`config.mk`:
```
export PLATFORM = sky130hd
export DESIGN_NAME = dmem_write_buffer
export DESIGN_NICKNAME = d
export VERILOG_FILES = /design/src/rtl/dmem_pkg.sv /design/src/rtl/wbuf_match.sv /design/src/rtl/dmem_write_buffer.sv
export SDC_FILE = /design/constraint.sdc
export NUM_CORES = 1
export LEC_CHECK = 0
export ABC_AREA = 1
export CAP_MARGIN = 25
export CELL_PAD_IN_SITES_DETAIL_PLACEMENT = 0
export CELL_PAD_IN_SITES_GLOBAL_PLACEMENT = 1
export CORE_MARGIN = 10
export CORE_UTILIZATION = 40
export DETAILED_ROUTE_END_ITERATION = 10
export PLACE_DENSITY = 0.89
export RECOVER_POWER = 25
export SLEW_MARGIN = 20
export SYNTH_ARGS = -nofsm -noshare
export SYNTH_HDL_FRONTEND = slang
export SYNTH_HIERARCHICAL = 1
export SYNTH_SLANG_ARGS = --single-unit
```
`constraint.sdc`:
```
create_clock -name clk -period 5 [get_ports clk]
set_clock_uncertainty 0.15 [all_clocks]
set_input_delay 1.25 -clock clk [delete_from_list [all_inputs] [get_ports clk]]
set_output_delay 1.25 -clock clk [all_outputs]
set_load 0.01 [all_outputs]
```
`src/rtl/dmem_pkg.sv`:
```
// Shared types and default widths for the data-memory write buffer.
package dmem_pkg;
    localparam int unsigned DMEM_ADDR_W = 16;
    localparam int unsigned DMEM_DATA_W = 16;
    localparam int unsigned DMEM_DEPTH  = 4;

    typedef struct packed {
        logic                   valid;
        logic [DMEM_ADDR_W-1:0] addr;
        logic [DMEM_DATA_W-1:0] data;
    } wbuf_entry_t;
endpackage

```
`src/rtl/wbuf_match.sv`:
```
// Parallel compare of one address against every buffer entry; valid entries hold
// unique addresses, so at most one bit of hit_vec is set.
module wbuf_match #(
    parameter int unsigned DEPTH  = 4,
    parameter int unsigned ADDR_W = 16,
    parameter int unsigned IDX_W  = $clog2(DEPTH)
) (
    input  logic [ADDR_W-1:0]             addr,
    input  logic [DEPTH-1:0]              valid,
    input  logic [DEPTH-1:0][ADDR_W-1:0]  entry_addr,
    output logic                          hit,
    output logic [DEPTH-1:0]              hit_vec,
    output logic [IDX_W-1:0]              hit_idx
);
    for (genvar i = 0; i < DEPTH; i++) begin : g_cmp
        assign hit_vec[i] = valid[i] && (entry_addr[i] == addr);
    end

    assign hit = |hit_vec;

    always_comb begin
        hit_idx = '0;
        for (int i = 0; i < DEPTH; i++) begin
            hit_idx = hit_idx | (IDX_W'(i) & {IDX_W{hit_vec[i]}});
        end
    end
endmodule

```
`src/rtl/dmem_write_buffer.sv`:
```
// Posted-store buffer in front of dmemory: absorbs stores, forwards loads that hit,
// and retires entries in FIFO order whenever no load miss needs the memory port.
module dmem_write_buffer
    import dmem_pkg::*;
#(
    parameter int unsigned DEPTH  = DMEM_DEPTH,
    parameter int unsigned ADDR_W = DMEM_ADDR_W,
    parameter int unsigned DATA_W = DMEM_DATA_W
) (
    input  logic              clk,
    input  logic              reset_n,
    input  logic              cpu_read,
    input  logic              cpu_write,
    input  logic [ADDR_W-1:0] cpu_addr,
    input  logic [DATA_W-1:0] cpu_wdata,
    output logic [DATA_W-1:0] cpu_rdata,
    output logic              cpu_stall,
    output logic              buf_empty,
    output logic              mem_read,
    output logic              mem_write,
    output logic [ADDR_W-1:0] mem_addr,
    output logic [DATA_W-1:0] mem_wdata,
    input  logic [DATA_W-1:0] mem_rdata
);
    localparam int unsigned PTR_W = $clog2(DEPTH);
    localparam int unsigned CNT_W = PTR_W + 1;

    wbuf_entry_t      entries_q [DEPTH];
    logic [PTR_W-1:0] head_q, tail_q;
    logic [CNT_W-1:0] count_q;

    logic [DEPTH-1:0]             valid_vec;
    logic [DEPTH-1:0][ADDR_W-1:0] addr_vec;
    logic                         hit;
    logic [DEPTH-1:0]             hit_vec;
    logic [PTR_W-1:0]             hit_idx;

    for (genvar i = 0; i < DEPTH; i++) begin : g_flat
        assign valid_vec[i] = entries_q[i].valid;
        assign addr_vec[i]  = entries_q[i].addr;
    end

    wbuf_match #(
        .DEPTH  (DEPTH),
        .ADDR_W (ADDR_W),
        .IDX_W  (PTR_W)
    ) u_match (
        .addr       (cpu_addr),
        .valid      (valid_vec),
        .entry_addr (addr_vec),
        .hit        (hit),
        .hit_vec    (hit_vec),
        .hit_idx    (hit_idx)
    );

    logic        store, load, full, load_miss, drain, alloc, coalesce, retire;
    wbuf_entry_t head_entry;

    // Inputs are ignored while reset is held so every output shows its reset value.
    assign store     = cpu_write & reset_n;
    assign load      = cpu_read & ~cpu_write & reset_n;
    assign full      = (count_q == CNT_W'(DEPTH));
    assign load_miss = load & ~hit;
    assign drain     = (count_q != '0) & ~load_miss & reset_n;
    assign coalesce  = store & hit;
    assign alloc     = store & ~hit & ~full;
    // A store that rewrites the draining head must be written again next cycle.
    assign retire    = drain & ~(coalesce & (hit_idx == head_q));

    assign head_entry = entries_q[head_q];

    assign cpu_stall = store & ~hit & full;
    assign buf_empty = (count_q == '0);
    assign mem_read  = load_miss;
    assign mem_write = drain;
    assign mem_addr  = load_miss ? cpu_addr : (drain ? head_entry.addr : '0);
    assign mem_wdata = drain ? head_entry.data : '0;

    always_comb begin
        cpu_rdata = '0;
        if (load) begin
            cpu_rdata = hit ? entries_q[hit_idx].data : mem_rdata;
        end
    end

    always_ff @(posedge clk or negedge reset_n) begin
        if (!reset_n) begin
            for (int i = 0; i < DEPTH; i++) begin
                entries_q[i] <= '0;
            end
            head_q  <= '0;
            tail_q  <= '0;
            count_q <= '0;
        end else begin
            if (coalesce) begin
                entries_q[hit_idx].data <= cpu_wdata;
            end else if (alloc) begin
                entries_q[tail_q] <= '{valid: 1'b1, addr: cpu_addr, data: cpu_wdata};
                tail_q            <= tail_q + PTR_W'(1);
            end
            // alloc and retire never target the same slot: that needs count 0 or full.
            if (retire) begin
                entries_q[head_q].valid <= 1'b0;
                head_q                  <= head_q + PTR_W'(1);
            end
            count_q <= count_q + CNT_W'(alloc) - CNT_W'(retire);
        end
    end
endmodule

```
After elaboration in Yosys (flattened, before gate mapping):

Cells that the tools add are included.

* flip-flop bits (word level): 139
* bits of input ports: 52
* output and inout port bits: 52
* word-level logic and storage cells: 88

* add/subtract/negate cells: 4
* order comparisons: 6
* equality and inequality tests: 6
* muxes and demuxes: 23
* bitwise operators: 23
* reduce and logical (&&, ||, !) cells: 11

Operator list (number)
* 132-bit bitwise mux: 3
* 132-bit 2-to-1 mux: 3
* 33-bit demux with 2-bit select: 3
* 33-bit binary-select mux with 2-bit select: 2
* 16-bit 2-to-1 mux: 8
* 33-bit 2-to-1 mux: 2
* 16-bit == test: 4
* 32-bit 2-to-1 mux: 2
* 1-bit AND: 12
* 3-bit >= comparator, second input constant: 3
* 3-bit by 1-bit less-than comparator with 1-bit output, second input constant: 3
* 2-bit NOT with 3-bit output: 3
* 1-bit logical AND: 7
* 1-bit NOT: 6
* 2-bit by 1-bit adder with 2-bit output, second input constant: 2
* 4-bit OR reduction: 1
* 3-bit by 1-bit adder with 3-bit output: 1
* 3-bit == test, second input constant: 1
* 3-bit logical NOT: 1
* 3-bit nonzero test: 1
* 3-bit by 1-bit subtractor with 3-bit output: 1
* 2-bit == test: 1
* 1-bit by 2-bit bitwise OR with 2-bit output: 1
* 2-bit bitwise OR: 1
* 2-bit AND reduction: 1

Longest topological paths before layout:

Gate-level depths: netlist (run 1).

* word-level depth: 13
* gate-level depth with buffers: 22
* gate-level depth less buffers: 20

Cells and area by module:

The synthesis (run 1) kept the hierarchy.

Modules (own cells, without submodules)
* dmem_write_buffer: instances 1, cells an instance 1033, area an instance 7562.3 um^2, sequential area each 3478.3 um^2
* wbuf_match: instances 1, cells an instance 278, area an instance 1178.6 um^2, sequential area each 0.0 um^2

Least setup slack after synthesis (run 1):

No wires, ideal clock.

* path type: input-to-output
* from: in cpu_addr[14]
* to: out mem_wdata[10]
* data arrival time: 2895 ps
* data required time: 3600 ps
* path slack: 705 ps
* cell stages on the path: 16
* path buffers: 3
* cell sequence: buf_6 -> nor2_2 -> nor2_2 -> nor2_1 -> nand2_1 -> nor2_2 -> nand3_2 -> nand2_1 -> clkinv_1 -> nand2_2 -> buf_4 -> inv_1 -> nand2_1 -> nand3_1 -> buf_4 -> a21oi_1

* word-level cells in the longest chain between the ends: 9
* elaborated cells between the ends (all ways): 15
* classes of those cells: eq/ne (4); mux (1); bitwise (5); reduce/logical (5)

RTL lines
* start, declared: RTL line dmem_write_buffer.sv:14 `input logic [ADDR_W-1:0] cpu_addr,`
* 16-bit == test: RTL line wbuf_match.sv:16 `assign hit_vec[i] = valid[i] && (entry_addr[i] == addr);`
* 1-bit logical AND: RTL line wbuf_match.sv:16
* 4-bit OR reduction (*): RTL line wbuf_match.sv:19 `assign hit = |hit_vec;`
* net hit: RTL line dmem_write_buffer.sv:34 `logic hit;`
* 1-bit NOT (*): RTL line dmem_write_buffer.sv:63 `assign load_miss = load & ~hit;`
* 1-bit AND (*): RTL line dmem_write_buffer.sv:63
* 1-bit NOT (*): RTL line dmem_write_buffer.sv:64 `assign drain = (count_q != '0) & ~load_miss & reset_n;`
* 1-bit AND (*) (2 in series): RTL line dmem_write_buffer.sv:64
* 16-bit 2-to-1 mux (*): RTL line dmem_write_buffer.sv:77 `assign mem_wdata = drain ? head_entry.data : '0;`
* end, declared: RTL line dmem_write_buffer.sv:22 `output logic [DATA_W-1:0] mem_wdata,`

The timed path passes the listed nets; every way through them passes the cells marked *.

Worst setup path after layout (run 1):

* from: in cpu_addr[12]
* to: out mem_wdata[13]

Same word-level chain as after synthesis.

==> results of run 1 <==
==> cell type report <==
class / instances / area (um2) / area share (%)
Clock buffer: 17 / 425 / 3.85
Clock inverter: 15 / 166 / 1.51
Inverter: 132 / 497 / 4.49
Multi-Input combinational cell: 976 / 4530 / 41.0
Sequential cell: 139 / 3480 / 31.5
Tap cell: 275 / 344 / 3.11
Timing Repair Buffer: 194 / 1610 / 14.6
==> worst max-delay path: cells and delay by family <==
family                 cells  cell delay (ps)
AO/OA/AOI/OAI              1              140
buffers and inverters      8             1260
AND/OR/NAND/NOR           10              850
==> final timing paths <==
path | start | to | cells after the start
worst min-delay path | count_q[0] | count_q[0] | 1
worst max register to register | flip-flop | count_q[2] | 23
min in group asynchronous | reset_n | async pin | 1
max in group asynchronous | reset_n | head_q[0] | 3
worst max-delay path | cpu_addr[12] | mem_wdata[13] | 19
worst min register to register | count_q[0] | count_q[0] | 1
==> through the flow <==
| step | cell area [um2] | hold WS, ps | utilization [%] | setup slack [ps] | setup TNS, ps |
|---|---|---|---|---|---|
| 6_report | 11100 | 359 | 52.1 | 88.2 | 0 |
| 5_1_grt | 11100 | 368 | 52.1 | -6.97 | -6.97 |
| 4_1_cts | 11000 | 364 | 51.9 | -2.56 | -2.56 |
| 3_5_place_dp | 10400 | 347 | 49.2 | -488 | -19840 |
| 3_3_place_gp | 10400 | 343 | 49.2 | -475 | -19910 |
| 2_1_floorplan | 8730 | 321 | - | 720 | 0 |
==> power groups by stage <==
| stage | Combinational [mW] | Sequential (mW) | Clock (mW) |
|---|---|---|---|
| global placement | 2.56 | 2.20 | 0 |
| detailed placement | 2.60 | 2.20 | 0 |
| CTS | 2.54 | 2.19 | 1.32 |
| floorplan | 1.78 | 2.02 | 0 |
| global route | 2.92 | 2.28 | 1.37 |
| finish | 2.56 | 2.20 | 1.31 |
==> placed cells by master (no fill, tap or decap), types with 5 or more instances in the layout <==
| cell type | n |
|---|---|
| inv_2 | 22 |
| nor2_1 | 234 |
| nand2_4 | 6 |
| nor3_1 | 8 |
| inv_1 | 109 |
| buf_2 | 28 |
| nand2_2 | 10 |
| inv_6 | 6 |
| nand2_1 | 377 |
| xor2_1 | 12 |
| o211ai_1 | 7 |
| buf_6 | 9 |
| nand4_1 | 11 |
| inv_8 | 6 |
| buf_12 | 10 |
| nor2_2 | 11 |
| o21ai_1 | 10 |
| ha_1 | 10 |
| clkbuf_16 | 17 |
| dfrtp_1 | 138 |
| clkdlybuf4s50_1 | 37 |
| o21ai_0 | 114 |
| buf_4 | 70 |
| nand3_1 | 25 |
| a21oi_2 | 8 |
| dlygate4sd2_1 | 15 |
| nand3_2 | 5 |
| a21oi_1 | 110 |
| clkbuf_2 | 20 |
==> metal layers <==
| layer | share of wire [%] | global-route usage (%) |
|---|---|---|
| met1 | 43 | 26.5 |
| met5 | 0 | 0 |
| met3 | 7.4 | 4.66 |
| met4 | 2.6 | 7.61 |
| met2 | 47 | 35.3 |
==> timing repair <==
action | CTS | global route
pin swaps | 5 | 22
endpoints found under the hold margin | 0 | 0
resized for setup | 151 | 82
cloned | 1 | 0
hold buffers | 0 | 0
buffers inserted | 8 | 8
setup endpoints to repair | 51 | 51
==> results.md, run 1 <==
* Status: finished with violations
* Failing checks: max-capacitance violations, max-slew violations
* Io pins at between 100 and 150
* Detailed-route wire length per cell at 17.2 um
* Worst EP required at between 3000 and 4000 ps
* HPWL Detailed at 20.7 mm
* Worst Hold Class: flip-flop to flip-flop
* Port Buffers at 103
* Area Growth Syn to Fin at 26.7%
* Clock Latency Late Sink at around 440 ps
* DRC at 0
* Num CTS Buffers at 17
* Critical Path Fanout Max at 11
* TritonCTS clock tree: yes
* Crit Path Class: input pin to primary output
* CP peak stage delay at 480 ps
* Mapped Avg Cell Area at roughly 6.7 um2
* DRT iter0 DRCs at between 900 and 1000
* NetSw at 2.69 mW
* DRT antenna net count at 0
* DIE AREA at 28100 um2
* Post-Syn Area at 8730 um2
* Static Leak at 5.50 nW
* Vias per Instance at approximately 5.2
* Internal power at around 3.4 mW
* Worst slew margin at -22.9%
* Root Driver: clkbuf_16
* Share of layout cells above drive strength 1 at between 15 and 20%
* Cell breakdown of the critical path: clkdlybuf4s50_1 -> buf_6 -> inv_2 -> nand2_1 -> nand2_1 -> nor2_1 -> nand2_1 -> nor2_2 -> nand3_2 -> nand2_4 -> inv_2 -> nand2_4 -> inv_2 -> nand2_2 -> nand3_2 -> buf_12 -> buf_12 -> a21oi_1 -> buf_2
* Chip height at around 170 um
* CP max-delay cell: clkdlybuf4s50_1
* Worst-path clk slew at roughly 70 ps
* GPL Wtd Cong at roughly 0.88
* Ant diodes at 0
* Slew Viols, Final at 72
* Fin cells at 1748
* Clock Path Buffers at 2
* Vias in the first global route at 8887
* Fmax achieved at ~200 MHz
* Largest net degree at the start of global routing at around 70
* Yosys warns at 6
* Crit. End Element: primary output
* Core Box Area at between 20000 and 25000 um2
* Post-layout min period at slightly below 5000 ps
* Maximum vdd drop at between 200 and 250 uV
* Initial antenna violation count at 0
* CTS H-Tree Depth at 4
* Sequential share of power at 36.2%
* Clk pwr share at 21.6%
* Total routed wirelength at 30.1 mm
* Slew @ Worst Pin at around 1800 ps
* Fillers at 2119
* # rows at 53
* Count of final hold-check violations at 0
* # Max-Cap Violations at 1
* Combinational Power Share at about 42%
* Setup crit start kind: input pin
* Die width at between 150 and 200 um
* Global route overflow at 0
* Nets at ~1500
* Placed cells at about 1700
* Clk sinks at around 140
* Final Power at between 6 and 7 mW
* Setup violations, final at 0
* Mapped Nets at around 1400
* Vias at 9040
* Total Routing Usage GR at 21.2%
* Pwr dens at around 550 nW/um2
* Starting density of the core at around two fifths
* Final critical-path share of the clock period at 98.2%
* CP arrival at ~3500 ps
* Post-Syn Instances at ~1300
* Worst reg2reg setup slack at around 1500 ps
* TritonRoute pass-1 iters at 5
* Net Sw Frac at 44.3%
* First-pass GRT wire length at approximately 48 mm
Note: power is estimated with default switching activity, not from simulation.
==> inputs of run 2 (changes only) <==
Settings changed: CORE_ASPECT_RATIO set to 1.4.
==> run 2 against run 1 <==
  * The flow still finishes with violations (max-capacitance violations, max-slew violations)
  * Utilization grew 0.72 points
  * Non-clock buffer count shrank 1
  * Maximum frequency is essentially flat
  * Critical endpoint is now mem_addr[10]
  * Largest cell class unchanged
  * Highest routed layer unchanged
==> results.md, run 2 (synthesis gave the netlist of run 1 again) <==
* Root Driver: clkbuf_16
* Final critical-path share of the clock period at 98.3% (about the same)
* Io pins at 104 (unchanged)
* Die width at 145 um (-14%)
* Critical R2R Capture: count_q[2]
* Vias per Instance at 5.07 (-1.9%)
* Clock Latency Late Sink at 430 ps (about the same)
* Chip height at 195 um (+16%)
* Detailed-route wire length per cell at 18.1 um (+4.8%)
* # rows at 63 (+19%)
* Combinational Power Share at 43.4% (+1.2 points)
* Internal power at 3.51 mW (+3.9%)
* Crit Path Class: input pin to primary output
* Worst slew margin at -97.4% (-75 points)
* Global route overflow at 0 (unchanged)
* TritonCTS clock tree: yes
* Total routed wirelength at 31.9 mm (+5.8%)
* Core Box Area at 21400 um2 (+0.67%)
* Share of layout cells above drive strength 1 at 15.4% (-1.2 points)
* Final Power at 6.21 mW (+2.2%)
* Net Sw Frac at 43.5% (-0.89 points)
* NetSw at 2.70 mW (+0.17%)
* Failing checks: max-capacitance violations, max-slew violations
* Vias in the first global route at 9218 (+3.7%)
* Setup violations, final at 0 (unchanged)
* Worst Hold Class: flip-flop to flip-flop
* GPL Wtd Cong at 0.982 (+11%)
* Fmax achieved at 204 MHz (about the same)
* Post-layout min period at 4910 ps (+2.04 ps)
* Cell area after layout at 11300 um2 (+2.0%)
* Starting density of the core at 40.8% (-0.27 points)
* Count of final hold-check violations at 0 (unchanged)
* # Max-Cap Violations at 1 (unchanged)
* Critical Path Fanout Max at 7 (-4)
* Clk pwr share at 21.4% (-0.2 points)
* Hold Slack at 364 ps (+4.11 ps)
* DRC at 0 (unchanged)
* Placed cells at 1718 (+1.0%)
* RSZ-0062 raised after global routing: no
* Clock Path Buffers at 2 (unchanged)
* HPWL Detailed at 21.7 mm (+4.6%)
* Fin cells at 1765 (+0.97%)
* Maximum vdd drop at 318 uV (+37%)
* Area Growth Syn to Fin at 29.3%
* Initial antenna violation count at 1 (+1)
* Hold depth at 2 (+1)
* Sequential share of power at 35.2% (-1.0 points)
* Worst EP required at 3600 ps (about the same)
* Most common cell after layout, fill and taps aside: nand2_1
* Largest net degree at the start of global routing at 74 (+2.8%)
* Post-DP Area at 10400 um2 (-0.16%)
* Clk sinks at 139 (unchanged)
* Vias at 8951 (-0.98%)
* CTS H-Tree Depth at 4 (unchanged)
* Port Buffers at 103 (unchanged)
* DIE AREA at 28200 um2 (+0.30%)
* Num CTS Buffers at 17 (unchanged)
* Setup crit start kind: input pin
* Status: finished with violations
* Most frequent cells in the layout: 370 x nand2_1, 231 x nor2_1, 138 x dfrtp_1
* Worst reg2reg setup slack at 1110 ps (-350 ps)
* Worst Reg-to-Reg Cells at 25 (+8.7%)
* Worst-path clk slew at 60 ps (about the same)
* Static Leak at 5.58 nW (+1.3%)
* Slew Viols, Final at 53 (-26%)
* DRT iter0 DRCs at 679 (-29%)
* DRT antenna net count at 0 (unchanged)
* Crit. End Element: primary output
* Nets at 1522 (-0.066%)
* TritonRoute pass-1 iters at 7 (+2)
* Total Routing Usage GR at 22.9% (+1.6 points)
* # hold bufs at CTS at 0 (unchanged)
* Slew @ Worst Pin at 2960 ps (+1120 ps)
* Fillers at 2179 (+2.8%)
* First-pass GRT wire length at 50.3 mm (+4.0%)
* Pwr dens at 550 nW/um2 (+0.18%)
* CP arrival at 3510 ps (about the same)
[run 2: changes by cell type in the layout (fill, tap and decap cells not counted), sizes merged]
| cell | before | now |
|---|---|---|
| clkbuf | 39 | 34 |
| inv | 143 | 137 |
| clkdlybuf4s50 | 37 | 36 |
| bufinv | 1 | 2 |
| dlymetal6s2s | 3 | 2 |
| diode | 0 | 1 |
| buf | 117 | 96 |
| clkdlybuf4s15 | 0 | 16 |
| clkinvlp | 1 | 0 |
| dlygate4sd2 | 15 | 28 |
| clkinv | 2 | 6 |
[run 2: worst max-delay path by stage]
stage,end,startpoint,slack [ps],cells after the start
after CTS,cpu_rdata[9],cpu_addr[11],-10,19
after detailed placement,cpu_rdata[8],cpu_addr[13],-600,16
after global routing,cpu_rdata[3],cpu_addr[6],0.8,18
after floorplan,mem_wdata[10],cpu_addr[14],720,16
after global placement,cpu_rdata[8],cpu_addr[13],-570,16
final,mem_addr[10],cpu_addr[10],90,21
[run 2: per-layer routing]
layer | track usage (%) | vias to the layer above | share of wire [%]
met3 | 4.51 | 87 | 5.9
met2 | 38.8 | 318 | 50
met4 | 12.2 | 0 | 4.2
li1 | - | 4411 | -
met5 | 0 | - | 0
met1 | 26.1 | 4135 | 39
[run 2: power groups by stage]
stage | registers, mW | clock network [mW] | logic [mW]
after floorplan | 2.02 | 0 | 1.78
after global placement | 2.18 | 0 | 2.63
after detailed placement | 2.19 | 0 | 2.68
after CTS | 2.18 | 1.34 | 2.68
after global routing | 2.27 | 1.38 | 3.04
final | 2.19 | 1.33 | 2.70
[run 2: cell type report]
cell class	count	area (um2)	share of cell area, %
multi-input cells	976	4560	40.5
flip-flops and latches	139	3480	30.8
repair buffers	193	1760	15.6
inverters	132	504	4.47
clock buffers	19	453	4.01
well taps	292	365	3.24
clock inverters	13	155	1.38
diodes	1	2.50	0.0222
[run 2: timing repair]
item,in CTS,in global routing
setup endpoints to repair,51,49
pin swaps,18,13
gates resized for setup,152,47
buffers inserted,10,1
cloned,2,0
[run 2: per-stage QoR]
stage               utilization [%]  setup slack [ps]  setup TNS [ps]
detailed placement             48.8              -596          -24240
global route                   52.8             0.794               0
global placement               48.8              -573          -24340
finish                         52.8              86.2               0
floorplan                         -               720               0
CTS                            52.7             -10.7           -14.5
[run 2: critical path, stage by stage]
cell           delay, ps
dlygate4sd2_1        250
buf_6                150
inv_8                 70
nand2_2               70
nand2_2               70
nor2_2                40
nand2_1               70
nor2_2                40
nand3_2              110
nand2_4               80
buf_4                140
inv_2                 60
nand2_4               70
nor3_4               270
nor2_4                80
buf_12               140
buf_16               140
buf_8                120
nand3_1               70
nand2_2               80
buf_6                130
==> inputs of run 3 (changes only) <==
Settings changed: GPL_ROUTABILITY_DRIVEN set to 0.
==> run 3 against run 2 <==
  * The run still ends with max-capacitance violations, max-slew violations left
  * Critical path depth decreased by 5
  * Clock power hardly changed
  * Worst setup slack worse by 37 ps
  * Design area fell by 0.79%
  * Global-route usage rose by 0.072 points
  * Final cell count rose by 0.23%
  * First-iteration DRC count up 14%
  * Via count is 3.1% higher
  * Hold slack got worse by 2.3 ps
  * Register-to-register slack improved by 290 ps
  * Die area is the same
  * Sequential share of layout area grew 0.24 points
  * Largest power group unchanged
  * Highest routed layer unchanged
==> results.md, run 3 (synthesis gave the netlist of run 1 again) <==
* Status: finished with violations
* Failing checks: max-capacitance violations, max-slew violations
* Crit. End Element: primary output
* Fmax achieved at 202 MHz (-0.75%)
* Total Routing Usage GR at 22.9% (+0.072 points)
* Nets at 1526 (+0.26%)
* Final critical-path share of the clock period at 99.0% (+0.75 points)
* Count of final hold-check violations at 0 (unchanged)
* Detailed-route wire length per cell at 18.4 um (+1.6%)
* Starting density of the core at 40.8% (unchanged)
* Most common cell after layout, fill and taps aside: nand2_1
* Initial antenna violation count at 1 (unchanged)
* Worst Hold Class: flip-flop to flip-flop
* Global route overflow at 0 (unchanged)
* Most frequent cells in the layout: 375 x nand2_1, 232 x nor2_1, 138 x dfrtp_1
* First-pass GRT wire length at 50.4 mm (+0.27%)
* RSZ-0062 raised after global routing: yes
* TritonRoute pass-1 iters at 5 (-2)
* # Max-Cap Violations at 1 (unchanged)
* Worst-path clk slew at 60 ps (about the same)
* DRT antenna net count at 0 (unchanged)
* Clock Latency Late Sink at 430 ps (about the same)
* Worst EP required at 3600 ps (about the same)
* Final Power at 6.15 mW (-1.0%)
* Slew @ Worst Pin at 2190 ps (-772 ps)
* Final Util at 52.4% (-0.42 points)
* Area Growth Syn to Fin at 28.3%
* Worst slew margin at -45.9% (+51 points)
* TritonCTS clock tree: yes
* Critical Path Fanout Max at 5 (-2)
* DRC at 0 (unchanged)
* # rows at 63 (unchanged)
* Setup crit start kind: input pin
* HPWL Detailed at 21.7 mm (+0.11%)
* CTS H-Tree Depth at 4 (unchanged)
* Fillers at 2160 (-0.87%)
* Maximum vdd drop at 281 uV (-12%)
* Core Box Area at 21400 um2 (unchanged)
* # hold bufs at CTS at 0 (unchanged)
* Post-layout min period at 4950 ps (+37.3 ps)
* Die width at 145 um (unchanged)
* Static Leak at 5.55 nW (-0.49%)
* Vias at 9231 (+3.1%)
* Setup violations, final at 0 (unchanged)
* Largest net degree at the start of global routing at 110 (+49%)
* Io pins at 104 (unchanged)
* Share of layout cells above drive strength 1 at 16.8% (+1.4 points)
* Reg area at 3480 um2 (unchanged)
* Total routed wirelength at 32.5 mm (+1.9%)
* Multi-input logic area at 4560 um2 (about the same)
* CP arrival at 3550 ps (+40 ps)
* Num CTS Buffers at 17 (unchanged)
* Root Driver: clkbuf_16
* Port Buffers at 103 (unchanged)
* Chip height at 195 um (unchanged)
* Clock Path Buffers at 2 (unchanged)
* Vias per Instance at 5.22 (+2.9%)
* DRT iter0 DRCs at 773 (+14%)
* Pwr dens at 549 nW/um2 (-0.25%)
* Clk sinks at 139 (unchanged)
* Vias in the first global route at 9206 (-0.13%)
* DIE AREA at 28200 um2 (unchanged)
* Slew Viols, Final at 40 (-25%)
* Crit Path Class: input pin to primary output
==> run 3: worst paths after layout <==
kind / startpoint / to / slack, ps / cells past startpoint
min reg2reg: flip-flop / flip-flop / 360 / 2
max reg2reg: flip-flop / count_q[2] / 1400 / 19
max: cpu_addr[0] / mem_addr[15] / 50 / 16
max in group asynchronous: reset_n / head_q[0] / 960 / 3
min in group asynchronous: reset_n / async pin / 1090 / 2
min: flip-flop / flip-flop / 360 / 2
==> run 3: report_power, final <==
group          internal (mW)  switching, mW  leakage, nW  total (mW)
clock                  0.758          0.552        0.281        1.31
sequential              1.68          0.473         1.64        2.16
combinational           1.00           1.68         3.63        2.68
total                   3.45           2.70         5.55        6.15
==> run 3: cell type report <==
class	instances	area share [%]
multi-input combinational	976	40.7
sequential	139	31.1
timing repair buffer	197	15.1
inverter	132	4.44
clock buffer	18	3.92
tap	292	3.26
clock inverter	14	1.43
antenna	1	0.0224
==> run 3: critical path: stages <==
cell           delay, ps
dlygate4sd2_1        240
buf_6                130
xnor2_1              290
nand2_1               90
nor2_1               220
nand3_4              130
nand2_2              100
clkinv_2              60
nand2_4               90
nor3_4                60
nor2_4               220
buf_12               160
buf_4                140
nand3_1               70
nand2_1              120
buf_2                170
==> run 3: metal layers <==
metal | track usage (%) | wire length, um | vias up
met5 | 0 | 0 | -
met4 | 10.5 | 1280 | 0
met3 | 3.61 | 2100 | 84
met2 | 40.1 | 16500 | 421
met1 | 26.5 | 12600 | 4306
li1 | - | - | 4420
==> run 3: per-stage QoR <==
stage          worst slack, ps  hold WS [ps]  instances  TNS (ps)  area [um2]
2_1_floorplan              720           321       1307         0        8730
4_1_cts                  -23.9           362       1762     -23.9       11200
6_report                  48.9           361       1769         0       11200
5_1_grt                  -14.3           384       1769     -14.3       11200
3_3_place_gp              -493           337       1715    -19730       10400
3_5_place_dp              -505           348       1715    -19840       10400
==> run 3: what timing repair did <==
action / 4_1_cts / 5_1_grt
cloned: 3 / 2
resized for setup: 202 / 56
setup endpoints to repair: 51 / 47
setup buffers: 12 / 5
pin swaps: 13 / 18
